File: config.mk
export PLATFORM = sky130hd
export DESIGN_NAME = axi_mm_arbiter
export DESIGN_NICKNAME = d
export VERILOG_FILES = /design/src/rtl/axi_mm_arbiter.sv
export SDC_FILE = /design/constraint.sdc
export NUM_CORES = 1
export LEC_CHECK = 0
export BUFFER_PORTS_ARGS = -buffer_cell sky130_fd_sc_hd__buf_2
export CAP_MARGIN = 20
export CORE_MARGIN = 2
export CORE_UTILIZATION = 45
export DETAILED_ROUTE_END_ITERATION = 10
export GPL_TIMING_DRIVEN = 0
export PLACE_DENSITY_LB_ADDON = 0.3
export SLEW_MARGIN = 10
export SYNTH_ARGS = -nofsm -noshare
export SYNTH_HDL_FRONTEND = slang
export SYNTH_SLANG_ARGS = --single-unit
File: constraint.sdc
create_clock -name clk -period 3.4 [get_ports clk]
set_input_delay 0.34 -clock clk [delete_from_list [all_inputs] [get_ports clk]]
set_output_delay 0.34 -clock clk [all_outputs]
set_load 0.05 [all_outputs]
File: src/rtl/axi_mm_arbiter.sv
// rtl/axi_mm_arbiter.sv - two-requester round-robin arbiter issuing one AXI AW/AR burst and tracking its response
// Optional watchdog abort is built in when AXI_ARB_TIMEOUT_EN is defined.
module axi_mm_arbiter #(
  parameter int ADDR_W         = 32,
  parameter int TIMEOUT_CYCLES = 1024
) (
  input  logic              clk,
  input  logic              rst,
  input  logic              i_req0,
  input  logic              i_req1,
  input  logic              i_wr0,
  input  logic              i_wr1,
  input  logic [ADDR_W-1:0] i_addr0,
  input  logic [ADDR_W-1:0] i_addr1,
  input  logic [7:0]        i_len0,
  input  logic [7:0]        i_len1,
  output logic [1:0]        o_gnt,
  output logic [1:0]        o_done,
  output logic              o_err,
  output logic              o_m_axi_awvalid,
  output logic [ADDR_W-1:0] o_m_axi_awaddr,
  output logic [7:0]        o_m_axi_awlen,
  input  logic              i_m_axi_awready,
  output logic              o_m_axi_arvalid,
  output logic [ADDR_W-1:0] o_m_axi_araddr,
  output logic [7:0]        o_m_axi_arlen,
  input  logic              i_m_axi_arready,
  input  logic              i_m_axi_bvalid,
  input  logic              i_m_axi_bready,
  input  logic              i_m_axi_rvalid,
  input  logic              i_m_axi_rready,
  input  logic              i_m_axi_rlast
);

  typedef enum logic [1:0] {S_IDLE, S_ADDR, S_RESP, S_DONE} state_t;

  if (TIMEOUT_CYCLES < 2 || TIMEOUT_CYCLES > 65535) begin : g_bad_timeout
    $error("TIMEOUT_CYCLES must lie in 2..65535");
  end

  state_t            r_state, w_state;
  logic [1:0]        r_gnt, w_gnt, r_done, w_done;
  logic              r_err, w_err;
  logic              r_awvalid, w_awvalid, r_arvalid, w_arvalid;
  logic              r_wr, w_wr, r_last, w_last, r_armed;
  logic [ADDR_W-1:0] r_addr, w_addr;
  logic [7:0]        r_len, w_len;
  logic              w_win1, w_addr_hs, w_resp_done;

  // r_last holds the index of the last granted requester; the other one wins a tie
  assign w_win1      = i_req1 && (!i_req0 || !r_last);
  assign w_addr_hs   = (r_awvalid && i_m_axi_awready) || (r_arvalid && i_m_axi_arready);
  assign w_resp_done = r_wr ? (i_m_axi_bvalid && i_m_axi_bready)
                            : (i_m_axi_rvalid && i_m_axi_rready && i_m_axi_rlast);

`ifdef AXI_ARB_TIMEOUT_EN
  localparam logic [15:0] TMO_LAST = 16'(TIMEOUT_CYCLES - 1);
  logic [15:0] r_cnt, w_cnt;
`endif

  always_comb begin
    w_state   = r_state;
    w_gnt     = r_gnt;
    w_done    = 2'b00;
    w_err     = 1'b0;
    w_awvalid = r_awvalid;
    w_arvalid = r_arvalid;
    w_wr      = r_wr;
    w_last    = r_last;
    w_addr    = r_addr;
    w_len     = r_len;
`ifdef AXI_ARB_TIMEOUT_EN
    w_cnt     = r_cnt;
`endif
    case (r_state)
      S_IDLE: begin
        if (r_armed && (i_req0 || i_req1)) begin
          w_last    = w_win1;
          w_gnt     = w_win1 ? 2'b10 : 2'b01;
          w_wr      = w_win1 ? i_wr1 : i_wr0;
          w_addr    = w_win1 ? i_addr1 : i_addr0;
          w_len     = w_win1 ? i_len1 : i_len0;
          w_awvalid = w_wr;
          w_arvalid = !w_wr;
          w_state   = S_ADDR;
`ifdef AXI_ARB_TIMEOUT_EN
          w_cnt     = 16'd0;
`endif
        end
      end
      S_ADDR: begin
        if (w_addr_hs) begin
          w_awvalid = 1'b0;
          w_arvalid = 1'b0;
          w_state   = S_RESP;
        end
      end
      S_RESP: begin
        if (w_resp_done) begin
          w_done  = r_gnt;
          w_gnt   = 2'b00;
          w_state = S_DONE;
        end
      end
      default: w_state = S_IDLE;
    endcase
`ifdef AXI_ARB_TIMEOUT_EN
    // A genuine completion on the final watchdog cycle is reported as success
    if (r_state == S_ADDR || r_state == S_RESP) begin
      w_cnt = r_cnt + 16'd1;
      if (r_cnt == TMO_LAST && !(r_state == S_RESP && w_resp_done)) begin
        w_awvalid = 1'b0;
        w_arvalid = 1'b0;
        w_done    = r_gnt;
        w_err     = 1'b1;
        w_gnt     = 2'b00;
        w_state   = S_DONE;
      end
    end
`endif
  end

  always_ff @(posedge clk or posedge rst) begin
    if (rst) begin
      r_state   <= S_IDLE;
      r_gnt     <= 2'b00;
      r_done    <= 2'b00;
      r_err     <= 1'b0;
      r_awvalid <= 1'b0;
      r_arvalid <= 1'b0;
      r_wr      <= 1'b0;
      r_last    <= 1'b1;
      r_armed   <= 1'b0;
      r_addr    <= '0;
      r_len     <= 8'd0;
`ifdef AXI_ARB_TIMEOUT_EN
      r_cnt     <= 16'd0;
`endif
    end else begin
      r_state   <= w_state;
      r_gnt     <= w_gnt;
      r_done    <= w_done;
      r_err     <= w_err;
      r_awvalid <= w_awvalid;
      r_arvalid <= w_arvalid;
      r_wr      <= w_wr;
      r_last    <= w_last;
      r_armed   <= 1'b1;
      r_addr    <= w_addr;
      r_len     <= w_len;
`ifdef AXI_ARB_TIMEOUT_EN
      r_cnt     <= w_cnt;
`endif
    end
  end

  assign o_gnt           = r_gnt;
  assign o_done          = r_done;
  assign o_err           = r_err;
  assign o_m_axi_awvalid = r_awvalid;
  assign o_m_axi_arvalid = r_arvalid;
  assign o_m_axi_awaddr  = r_addr;
  assign o_m_axi_araddr  = r_addr;
  assign o_m_axi_awlen   = r_len;
  assign o_m_axi_arlen   = r_len;

endmodule
==> impl_metrics.env, run 1 <==
export IMPL_run_status="finished clean"
export IMPL_switchingPower_mw=0.247
export IMPL_place_port_buffers=178
export IMPL_power_sequential_fraction=0.548
export IMPL_worst_hold_path_type="in2async"
export IMPL_grt_util_overall=0.189
export IMPL_worstPathBufferInverterCount=4
export IMPL_clock_tree_from_tritoncts="built"
export IMPL_floorplan_initialDensity=0.462
export IMPL_fmax_mhz=588
export IMPL_cts_resized_gates=0
export IMPL_intPower_mw=0.862
export IMPL_synth_seq_area_share=0.440
export IMPL_insertion_delay_ns=0.29
export IMPL_holdWs_ns=0.0851
export IMPL_preCtsSetupSlack_ns=1.70
export IMPL_dpl_instance_area_mm2=0.00391
export IMPL_final_cell_count_no_fill=536
export IMPL_detail_route_drc_violations=0
export IMPL_synthDistinctLibCells=32
export IMPL_pwr_density_cell_mw_per_mm2=277
export IMPL_grt_antenna_before_repair=0
export IMPL_cts_hold_repair_buffers=0
export IMPL_viasPerCell=4.67
export IMPL_timing_slew_headroom=0.626
export IMPL_max_stage_delay_ns=0.41
export IMPL_total_leakage_power_nw=2.42
export IMPL_multiInputGateArea_mm2=0.00115
export IMPL_synth_edff_count=0
export IMPL_fillerInstances=545
export IMPL_die_width_um=84.3
export IMPL_place_congestion=0.737
export IMPL_synth_main_ff_cell="dfrtp_1"
export IMPL_r2r_worst_path_cells=8
export IMPL_yosysMostFrequentCell="dfrtp_1"
export IMPL_drive_above_1_share=0.606
export IMPL_final_hold_viol_count=0
export IMPL_path_common_cell="buf_6"
export IMPL_synth_cells_most_frequent="50 x dfrtp_1, 44 x buf_4, 43 x nand2_1, 41 x mux2i_1, 30 x o21ai_2"
export IMPL_comb_power_share=0.119
export IMPL_cts_htree_levels=2
export IMPL_detailedRoute_firstIterationViolations=43
export IMPL_cts_setup_buffers=0
export IMPL_critPathTopFamily="buffers and inverters"
export IMPL_setup_viol=0
export IMPL_worst_endpoint_required_ns=3.56
export IMPL_grt_overflow=0
export IMPL_final_design_area_no_fill_mm2=0.00401
export IMPL_design_portCount=180
export IMPL_power_switching_share=0.223
export IMPL_synth_top_cells_by_area="dfrtp_1 43%, mux2i_1 14%, buf_4 11%"
export IMPL_finalNetCount=555
export IMPL_netlist_area_leader_share=0.431
export IMPL_final_setup_tns_ns=0
export IMPL_clockBufferDepth=2
export IMPL_post_synth_top_area_cell="dfrtp_1"
export IMPL_syn_nets=369
export IMPL_fin_total_pwr_mw=1.11
export IMPL_vdd_ir_drop_max_mv=0.159
export IMPL_clock_power_share=0.334
export IMPL_largest_clock_skew_in_the_final_design_ns=0.00723
export IMPL_detail_route_wl_per_cell_um=12.7
export IMPL_worstPathArrival_ns=1.86
export IMPL_cap_violations=0
export IMPL_postSynthRegisterBits=51
export IMPL_root_buffer="clkbuf_8"
export IMPL_number_of_cells_in_the_design_after_placement=528
export IMPL_mappedNetlistArea_mm2=0.00290
export IMPL_min_period_over_period=0.500
export IMPL_synthesis_area_per_instance_um2=10.7
export IMPL_setup_worst_path_class="reg2reg"
export IMPL_grt_pass1_vias=2413
export IMPL_number_of_buffers_added_by_the_clock_tree_synthesis_step=5
export IMPL_maximum_fanout_count_along_the_critical_path=10
export IMPL_regArea_mm2=0.00128
export IMPL_finish_utilization=0.639
export IMPL_num_rows=29
export IMPL_area_inside_the_core_boundary_mm2=0.00628
export IMPL_report_final_slew_viol_count=0
export IMPL_startpoint_type="flip-flop"
export IMPL_layout_min_cycle_time_ns=1.70
export IMPL_antenna_violating_nets_post_route=0
export IMPL_setup_repair_after_global_routing_missed_its_margin="no"
export IMPL_timing_worst_slew_pin_value_ns=0.561
export IMPL_critical_path_slowest_cell="dfrtp_1"
export IMPL_async_flop_share=1.00
export IMPL_hpwl_um=5630
export IMPL_startpoint_of_the_most_critical_register_to_register_path="r_state[0]"
export IMPL_insertedDiodeCount=0
export IMPL_grt_max_degree=27
export IMPL_setup_worst_path_end_class="flip-flop"
export IMPL_clock_sinks=51
export IMPL_area_delta_synth_final_pct=38.2
export IMPL_yosys_warnings=0
export IMPL_slack_of_the_critical_path_ns=1.70
export IMPL_die_area_mm2=0.00711
export IMPL_total_wire_length_after_detailed_routing_um=6820
export IMPL_path_clk_slew_ns=0.09
export IMPL_num_vias=2503
export IMPL_worst_r2r_endpoint="o_m_axi_araddr[25]"
export IMPL_crit_chain="inv_1 -> ha_1 -> inv_2 -> or2_1 -> buf_6 -> buf_6 -> nand2_1 -> o21ai_1"
export IMPL_number_of_optimization_iterations_in_the_first_detailed_route_pass=4
export IMPL_netlist_instances=272
export IMPL_die_h_um=84.3
export IMPL_grt_first_pass_wirelength_um=11100
export IMPL_timing_reg2reg_setup_slack_ns=1.70
==> power groups by stage <==
stage | Combinational, mW | Sequential [mW] | Clock [mW]
floorplan | 0.0662 | 0.619 | 0
global placement | 0.128 | 0.619 | 0
detailed placement | 0.134 | 0.619 | 0
CTS | 0.134 | 0.607 | 0.386
global route | 0.146 | 0.607 | 0.412
finish | 0.131 | 0.607 | 0.370
==> layout make-up <==
| type | count | area share |
|---|---|---|
| timing repair buffer | 179 | 0.227 |
| tap | 77 | 0.0240 |
| buffer | 55 | 0.111 |
| clock buffer | 8 | 0.0250 |
| multi-input combinational | 160 | 0.288 |
| inverter | 6 | 0.00562 |
| sequential | 51 | 0.319 |
==> flip-flops by register name, summed over array words and instances, names as in the netlist <==
name / flops
o_m_axi_awvalid: 1
o_m_axi_arvalid: 1
o_m_axi_arlen: 8
o_done: 2
o_m_axi_araddr: 32
r_wr: 1
o_gnt: 2
r_armed: 1
r_last: 1
r_state: 2
==> layer usage <==
layer	wire, um	GRT usage	share of wire	vias to the layer above
met1	2650	0.226	0.39	1132
met4	85	0.0513	0.012	0
li1	-	-	-	1251
met2	3510	0.342	0.51	111
met5	0	0	0	-
met3	572	0.0433	0.084	9
==> worst max-delay path by stage <==
stage,from,to,cells past startpoint
floorplan,rst,o_done[0],1
global placement,rst,o_m_axi_araddr[15],2
detailed placement,r_state[0],o_m_axi_araddr[27],8
CTS,r_state[0],o_m_axi_araddr[27],8
global route,r_state[0],o_m_axi_araddr[27],8
finish,r_state[0],o_m_axi_araddr[25],8
==> placed cells by master, fill, tap and decap left out, drive strengths merged, types with 2 or more instances in the layout <==
cell type,count
nand3,2
o21ai,45
o22ai,2
buf,233
ha,4
mux2i,42
nand2,43
mux2,2
clkbuf,9
dfrtp,50
inv,6
a21boi,2
conb,2
a22oi,4
and3,2
nand2b,2
==> cells by family (layout without fill, tap and decap cells) <==
family | count (synthesis) | in the layout | synth area share
fa+ha+maj | 4 | 4 | 0.0172
other cells | 2 | 2 | 0.00259
compound gates | 57 | 57 | 0.149
buf+inv | 61 | 248 | 0.162
simple gates | 53 | 53 | 0.0750
flops | 51 | 51 | 0.440
mux | 44 | 44 | 0.154
Power figures use the tool's default switching activity.
==> run 2, diff against run 1 <==
--- a/config.mk
+++ b/config.mk
@@ -8,7 +8,7 @@
 export BUFFER_PORTS_ARGS = -buffer_cell sky130_fd_sc_hd__buf_2
 export CAP_MARGIN = 20
 export CORE_MARGIN = 2
-export CORE_UTILIZATION = 45
+export CORE_UTILIZATION = 39
 export DETAILED_ROUTE_END_ITERATION = 10
 export GPL_TIMING_DRIVEN = 0
 export PLACE_DENSITY_LB_ADDON = 0.3
==> constraint.sdc (replaced) <==
create_clock -name clk -period 1.5 [get_ports clk]
set_input_delay 0.15 -clock clk [delete_from_list [all_inputs] [get_ports clk]]
set_output_delay 0.15 -clock clk [all_outputs]
set_load 0.05 [all_outputs]
==> impl_metrics.env, run 2 (synthesis gave the netlist of run 1 again) <==
export IMPL_run_status="finished clean"
export IMPL_place_port_buffers=178
export IMPL_grt_util_overall=0.171
export IMPL_die_width_um=90.3
export IMPL_die_area_mm2=0.00815
export IMPL_num_rows=31
export IMPL_design_portCount=180
export IMPL_largest_clock_skew_in_the_final_design_ns=0.00614
export IMPL_critical_path_slowest_cell="dfrtp_1"
export IMPL_clock_power_share=0.338
export IMPL_power_sequential_fraction=0.543
export IMPL_cap_violations=0
export IMPL_holdWs_ns=0.121
export IMPL_setup_worst_path_class="reg2reg"
export IMPL_switchingPower_mw=0.580
export IMPL_area_delta_synth_final_pct=47.5
export IMPL_worstPathArrival_ns=1.68
export IMPL_number_of_buffers_added_by_the_clock_tree_synthesis_step=5
export IMPL_grt_max_degree=30
export IMPL_cts_htree_levels=2
export IMPL_final_hold_viol_count=0
export IMPL_grt_first_pass_wirelength_um=11500
export IMPL_place_congestion=0.797
export IMPL_total_wire_length_after_detailed_routing_um=7250
export IMPL_die_h_um=90.3
export IMPL_setup_worst_path_end_class="flip-flop"
export IMPL_timing_slew_headroom=0.660
export IMPL_timing_worst_slew_pin_value_ns=0.509
export IMPL_num_vias=2617
export IMPL_final_cell_mix="178 x buf_2, 54 x buf_4, 50 x dfrtp_1, 41 x mux2i_1, 31 x o21ai_2"
export IMPL_grt_pass1_vias=2378
export IMPL_power_switching_share=0.229
export IMPL_insertion_delay_ns=0.29
export IMPL_maximum_fanout_count_along_the_critical_path=10
export IMPL_hpwl_um=5670
export IMPL_final_setup_tns_ns=0
export IMPL_worst_hold_path_type="in2reg"
export IMPL_pwr_density_cell_mw_per_mm2=592
export IMPL_report_final_slew_viol_count=0
export IMPL_area_inside_the_core_boundary_mm2=0.00721
export IMPL_insertedDiodeCount=0
export IMPL_setup_viol=0
export IMPL_number_of_cells_in_the_design_after_placement=550
export IMPL_grt_overflow=0
export IMPL_intPower_mw=1.95
export IMPL_clock_tree_from_tritoncts="built"
export IMPL_drive_above_1_share=0.664
export IMPL_final_cell_count_no_fill=572
export IMPL_comb_power_share=0.119
export IMPL_max_stage_delay_ns=0.41
export IMPL_startpoint_type="flip-flop"
export IMPL_fmax_mhz=668
export IMPL_worst_endpoint_required_ns=1.68
export IMPL_number_of_optimization_iterations_in_the_first_detailed_route_pass=4
export IMPL_clockBufferDepth=2
export IMPL_crit_chain="inv_2 -> ha_4 -> inv_4 -> or2_4 -> buf_12 -> buf_8 -> nand2_1 -> o21ai_1"
export IMPL_detail_route_wl_per_cell_um=12.7
export IMPL_detailedRoute_firstIterationViolations=51
export IMPL_floorplan_initialDensity=0.402
export IMPL_setup_repair_after_global_routing_missed_its_margin="yes"
export IMPL_grt_antenna_before_repair=0
export IMPL_clock_sinks=51
export IMPL_min_period_over_period=0.999
export IMPL_path_clk_slew_ns=0.09
export IMPL_layout_commonest_cell="buf_2"
export IMPL_largest_register_ffs=32
export IMPL_vdd_ir_drop_max_mv=0.348
export IMPL_total_leakage_power_nw=2.54
export IMPL_viasPerCell=4.58
export IMPL_finalNetCount=569
export IMPL_antenna_violating_nets_post_route=0
export IMPL_layout_min_cycle_time_ns=1.50
export IMPL_root_buffer="clkbuf_8"
export IMPL_detail_route_drc_violations=0
[run 2: cell types whose count changed in the layout (fill, tap and decap cells not counted), sizes merged]
| cell | delta |
|---|---|
| clkinvlp | +1 |
| clkbuf | +1 |
| buf | +11 |
| dlygate4sd3 | +1 |
[run 2: final timing paths]
| check | start | cells past startpoint | slack [ns] | to |
|---|---|---|---|---|
| max | r_state[0] | 8 | 0.002 | o_m_axi_araddr[28] |
| min | i_addr0[22] | 3 | 0.12 | o_m_axi_araddr[22] |
| max reg2reg | r_state[0] | 8 | 0.002 | o_m_axi_araddr[28] |
| min reg2reg | o_m_axi_araddr[2] | 2 | 0.51 | o_m_axi_araddr[2] |
| max in group asynchronous | rst | 4 | 0.55 | o_m_axi_araddr[12] |
| min in group asynchronous | rst | 3 | 0.44 | r_wr |
[run 2: layout make-up]
type	instances	area [um2]
Buffer	55	479
Clock buffer	7	96.3
Clock inverter	1	7.51
Fill cell	662	2930
Inverter	6	25.0
Multi-Input combinational cell	160	1210
Sequential cell	51	1280
Tap cell	99	124
Timing Repair Buffer	193	1060
[run 2: worst max-delay path, delay by kind of cell, from the launching register on]
family,cells,cell delay [ns]
adder cells (fa/ha/maj),1,0.17
AND/OR/NAND/NOR,2,0.32
flip-flops,1,0.41
buffers and inverters,4,0.44
AO/OA/AOI/OAI,1,0.05
[run 2: what timing repair did]
action,CTS,global route
endpoints found under the hold margin,21,0
gates cloned,1,2
hold buffers,1,0
gates resized for setup,5,29
buffers inserted,5,5
endpoints found under the setup margin,43,44
pin swaps,0,4
[run 2: routing by layer]
layer / share of wire / track usage / vias up
met5: 0 / 0 / -
li1: - / - / 1283
met1: 0.39 / 0.216 / 1231
met2: 0.53 / 0.303 / 98
met4: 0.0072 / 0.0333 / 0
met3: 0.067 / 0.0367 / 5
[run 2: metrics by stage]
step / worst slack (ns) / total power, mW / area [um2] / util
final: 0.00188 / 2.53 / 4280 / 0.593
after global routing: -0.0514 / 2.66 / 4280 / 0.593
after CTS: 0.000284 / 2.57 / 4110 / 0.570
after detailed placement: -0.0913 / 1.71 / 3950 / 0.547
after global placement: -0.536 / 1.70 / 3930 / 0.545
after floorplan: 0.0231 / 1.55 / 2910 / -
[run 2: power by group through the flow]
stage	registers, mW	logic, mW	clock network (mW)
detailed placement	1.40	0.306	0
finish	1.38	0.302	0.856
floorplan	1.40	0.150	0
global route	1.38	0.336	0.943
CTS	1.38	0.309	0.887
global placement	1.40	0.294	0
==> run 3, diff against run 2 <==
--- a/config.mk
+++ b/config.mk
@@ -5,10 +5,11 @@
 export SDC_FILE = /design/constraint.sdc
 export NUM_CORES = 1
 export LEC_CHECK = 0
+export ABC_AREA = 1
 export BUFFER_PORTS_ARGS = -buffer_cell sky130_fd_sc_hd__buf_2
 export CAP_MARGIN = 20
 export CORE_MARGIN = 2
-export CORE_UTILIZATION = 39
+export CORE_UTILIZATION = 38
 export DETAILED_ROUTE_END_ITERATION = 10
 export GPL_TIMING_DRIVEN = 0
 export PLACE_DENSITY_LB_ADDON = 0.3
==> impl_metrics.env, run 3 <==
export IMPL_grt_max_degree=28
export IMPL_grt_overflow=0
export IMPL_total_wire_length_after_detailed_routing_um=8100
export IMPL_worstPathArrival_ns=1.67
export IMPL_report_final_slew_viol_count=0
export IMPL_syn_nets=439
export IMPL_synthDistinctLibCells=20
export IMPL_grt_pass1_vias=2696
export IMPL_synth_seq_area_share=0.470
export IMPL_cap_violations=0
export IMPL_hpwl_um=6160
export IMPL_number_of_buffers_added_by_the_clock_tree_synthesis_step=5
export IMPL_fin_total_pwr_mw=10.9
export IMPL_netlist_area_leader_share=0.460
export IMPL_area_inside_the_core_boundary_mm2=0.00687
export IMPL_insertion_delay_ns=0.30
export IMPL_synthesis_area_per_instance_um2=7.95
export IMPL_async_flop_share=1.00
export IMPL_num_rows=30
export IMPL_die_h_um=88.6
export IMPL_worst_endpoint_required_ns=1.72
export IMPL_worst_hold_path_type="in2reg"
export IMPL_run_status="finished clean"
export IMPL_cts_htree_levels=2
export IMPL_post_synth_top_area_cell="dfrtp_1"
export IMPL_design_portCount=180
export IMPL_netlist_instances=342
export IMPL_insertedDiodeCount=0
export IMPL_viasPerCell=4.58
export IMPL_die_width_um=88.6
export IMPL_num_vias=2880
export IMPL_clock_sinks=51
export IMPL_largest_register_ffs=32
export IMPL_layout_min_cycle_time_ns=1.44
export IMPL_detailedRoute_firstIterationViolations=110
export IMPL_yosys_warnings=0
export IMPL_finalNetCount=629
export IMPL_timing_worst_slew_pin_value_ns=0.579
export IMPL_grt_antenna_before_repair=0
export IMPL_synth_edff_count=0
export IMPL_holdWs_ns=0.104
export IMPL_postSynthRegisterBits=51
export IMPL_synth_cells_most_frequent="66 x nand2_1, 50 x dfrtp_1, 49 x nor2_1, 43 x o21ai_1"
export IMPL_setup_worst_path_class="reg2reg"
export IMPL_total_leakage_power_nw=2.23
export IMPL_setup_repair_after_global_routing_missed_its_margin="yes"
export IMPL_crit_startpoint="r_state[0]"
export IMPL_fmax_mhz=693
export IMPL_grt_first_pass_wirelength_um=12300
export IMPL_final_cell_mix="186 x buf_2, 66 x nand2_1, 50 x buf_4, 50 x dfrtp_1, 49 x nor2_1"
export IMPL_clockBufferDepth=2
export IMPL_layout_commonest_cell="buf_2"
export IMPL_place_congestion=0.830
export IMPL_min_period_over_period=0.962
export IMPL_vdd_ir_drop_max_mv=1.10
export IMPL_startpoint_type="flip-flop"
export IMPL_mappedNetlistArea_mm2=0.00272
export IMPL_setup_worst_path_end_class="flip-flop"
export IMPL_synth_main_ff_cell="dfrtp_1"
export IMPL_path_clk_slew_ns=0.09
export IMPL_place_port_buffers=178
export IMPL_antenna_violating_nets_post_route=0
export IMPL_area_delta_synth_final_pct=44.7
export IMPL_detail_route_wl_per_cell_um=12.9
export IMPL_number_of_optimization_iterations_in_the_first_detailed_route_pass=4
export IMPL_largest_clock_skew_in_the_final_design_ns=0.00541
export IMPL_timing_slew_headroom=0.614
export IMPL_die_area_mm2=0.00784
export IMPL_clock_tree_from_tritoncts="built"
export IMPL_floorplan_initialDensity=0.396
export IMPL_pwr_density_cell_mw_per_mm2=2760
export IMPL_final_hold_viol_count=0
export IMPL_startpoint_of_the_most_critical_register_to_register_path="r_state[0]"
export IMPL_holdCritStartpoint="i_len1[7]"
export IMPL_detail_route_drc_violations=0
export IMPL_yosysMostFrequentCell="nand2_1"
export IMPL_root_buffer="clkbuf_8"
export IMPL_setup_viol=0
export IMPL_grt_util_overall=0.200
export IMPL_drive_above_1_share=0.484
export IMPL_maximum_fanout_count_along_the_critical_path=10
export IMPL_synth_top_cells_by_area="dfrtp_1 46%, buf_4 11%, nand2_1 9.1%"
## run 3: layout make-up
cell class | instances | area (um2)
repair buffers | 183 | 943
well taps | 96 | 120
clock inverters | 1 | 7.51
fillers | 668 | 2940
flip-flops and latches | 51 | 1280
inverters | 14 | 55.1
multi-input cells | 220 | 1020
plain buffers | 57 | 415
clock buffers | 7 | 96.3
## run 3: final timing paths
path / slack (ns) / endpoint / depth (start not counted)
worst max-delay path: 0.06 / o_m_axi_araddr[11] / 7
worst min-delay path: 0.10 / o_m_axi_arlen[7] / 3
worst max register to register: 0.06 / o_m_axi_araddr[11] / 7
worst min register to register: 0.48 / r_last / 2
max in group asynchronous: 0.44 / r_last / 4
min in group asynchronous: 0.45 / o_m_axi_araddr[9] / 3
## run 3: cells by family (layout without fill, tap and decap cells)
kind of cell / count (synthesis) / after routing / synth area share
AO/OA/AOI/OAI: 86 / 86 / 0.160
buffers and inverters: 71 / 262 / 0.162
flip-flops: 51 / 51 / 0.470
other: 2 / 2 / 0.00276
adder cells (fa/ha/maj): 4 / 4 / 0.0184
AND/OR/NAND/NOR: 128 / 128 / 0.187
## run 3: repair_timing
item / 4_1_cts / 5_1_grt
gates resized for setup: 11 / 11
endpoints found under the hold margin: 24 / 0
hold buffers: 1 / 0
pin swaps: 1 / 0
setup endpoints to repair: 42 / 42
buffers inserted: 0 / 3
## run 3: through the flow
| stage | instance area [um2] | setup slack [ns] | TNS [ns] | cells | util |
|---|---|---|---|---|---|
| floorplan | 2720 | 0.122 | 0 | 342 | - |
| global placement | 3730 | -0.591 | -32.84 | 616 | 0.543 |
| detailed placement | 3750 | -0.114 | -3.82 | 617 | 0.546 |
| CTS | 3900 | 0.00701 | 0 | 626 | 0.567 |
| global route | 3930 | -0.0569 | -0.513 | 629 | 0.572 |
| finish | 3930 | 0.0565 | 0 | 629 | 0.572 |
## run 3: per-layer routing
| layer | vias up | track usage | wire, um |
|---|---|---|---|
| met2 | 109 | 0.362 | 4110 |
| met1 | 1327 | 0.245 | 3370 |
| met3 | 10 | 0.0373 | 517 |
| met5 | - | 0 | 0 |
| met4 | 0 | 0.0537 | 98 |
| li1 | 1434 | - | - |
## run 3: report_power, final
group	switching [mW]	internal [mW]
sequential	0.489	2.00
combinational	5.41	2.08
clock	0.454	0.420
total	6.35	4.50
## run 3: worst max-delay path: stages (launching register included)
cell and delay, ns:
dfrtp_1 0.42, inv_2 0.10, ha_4 0.17, inv_2 0.06, nor2_4 0.17, buf_4 0.20, o21ai_0 0.10, o21ai_1 0.15
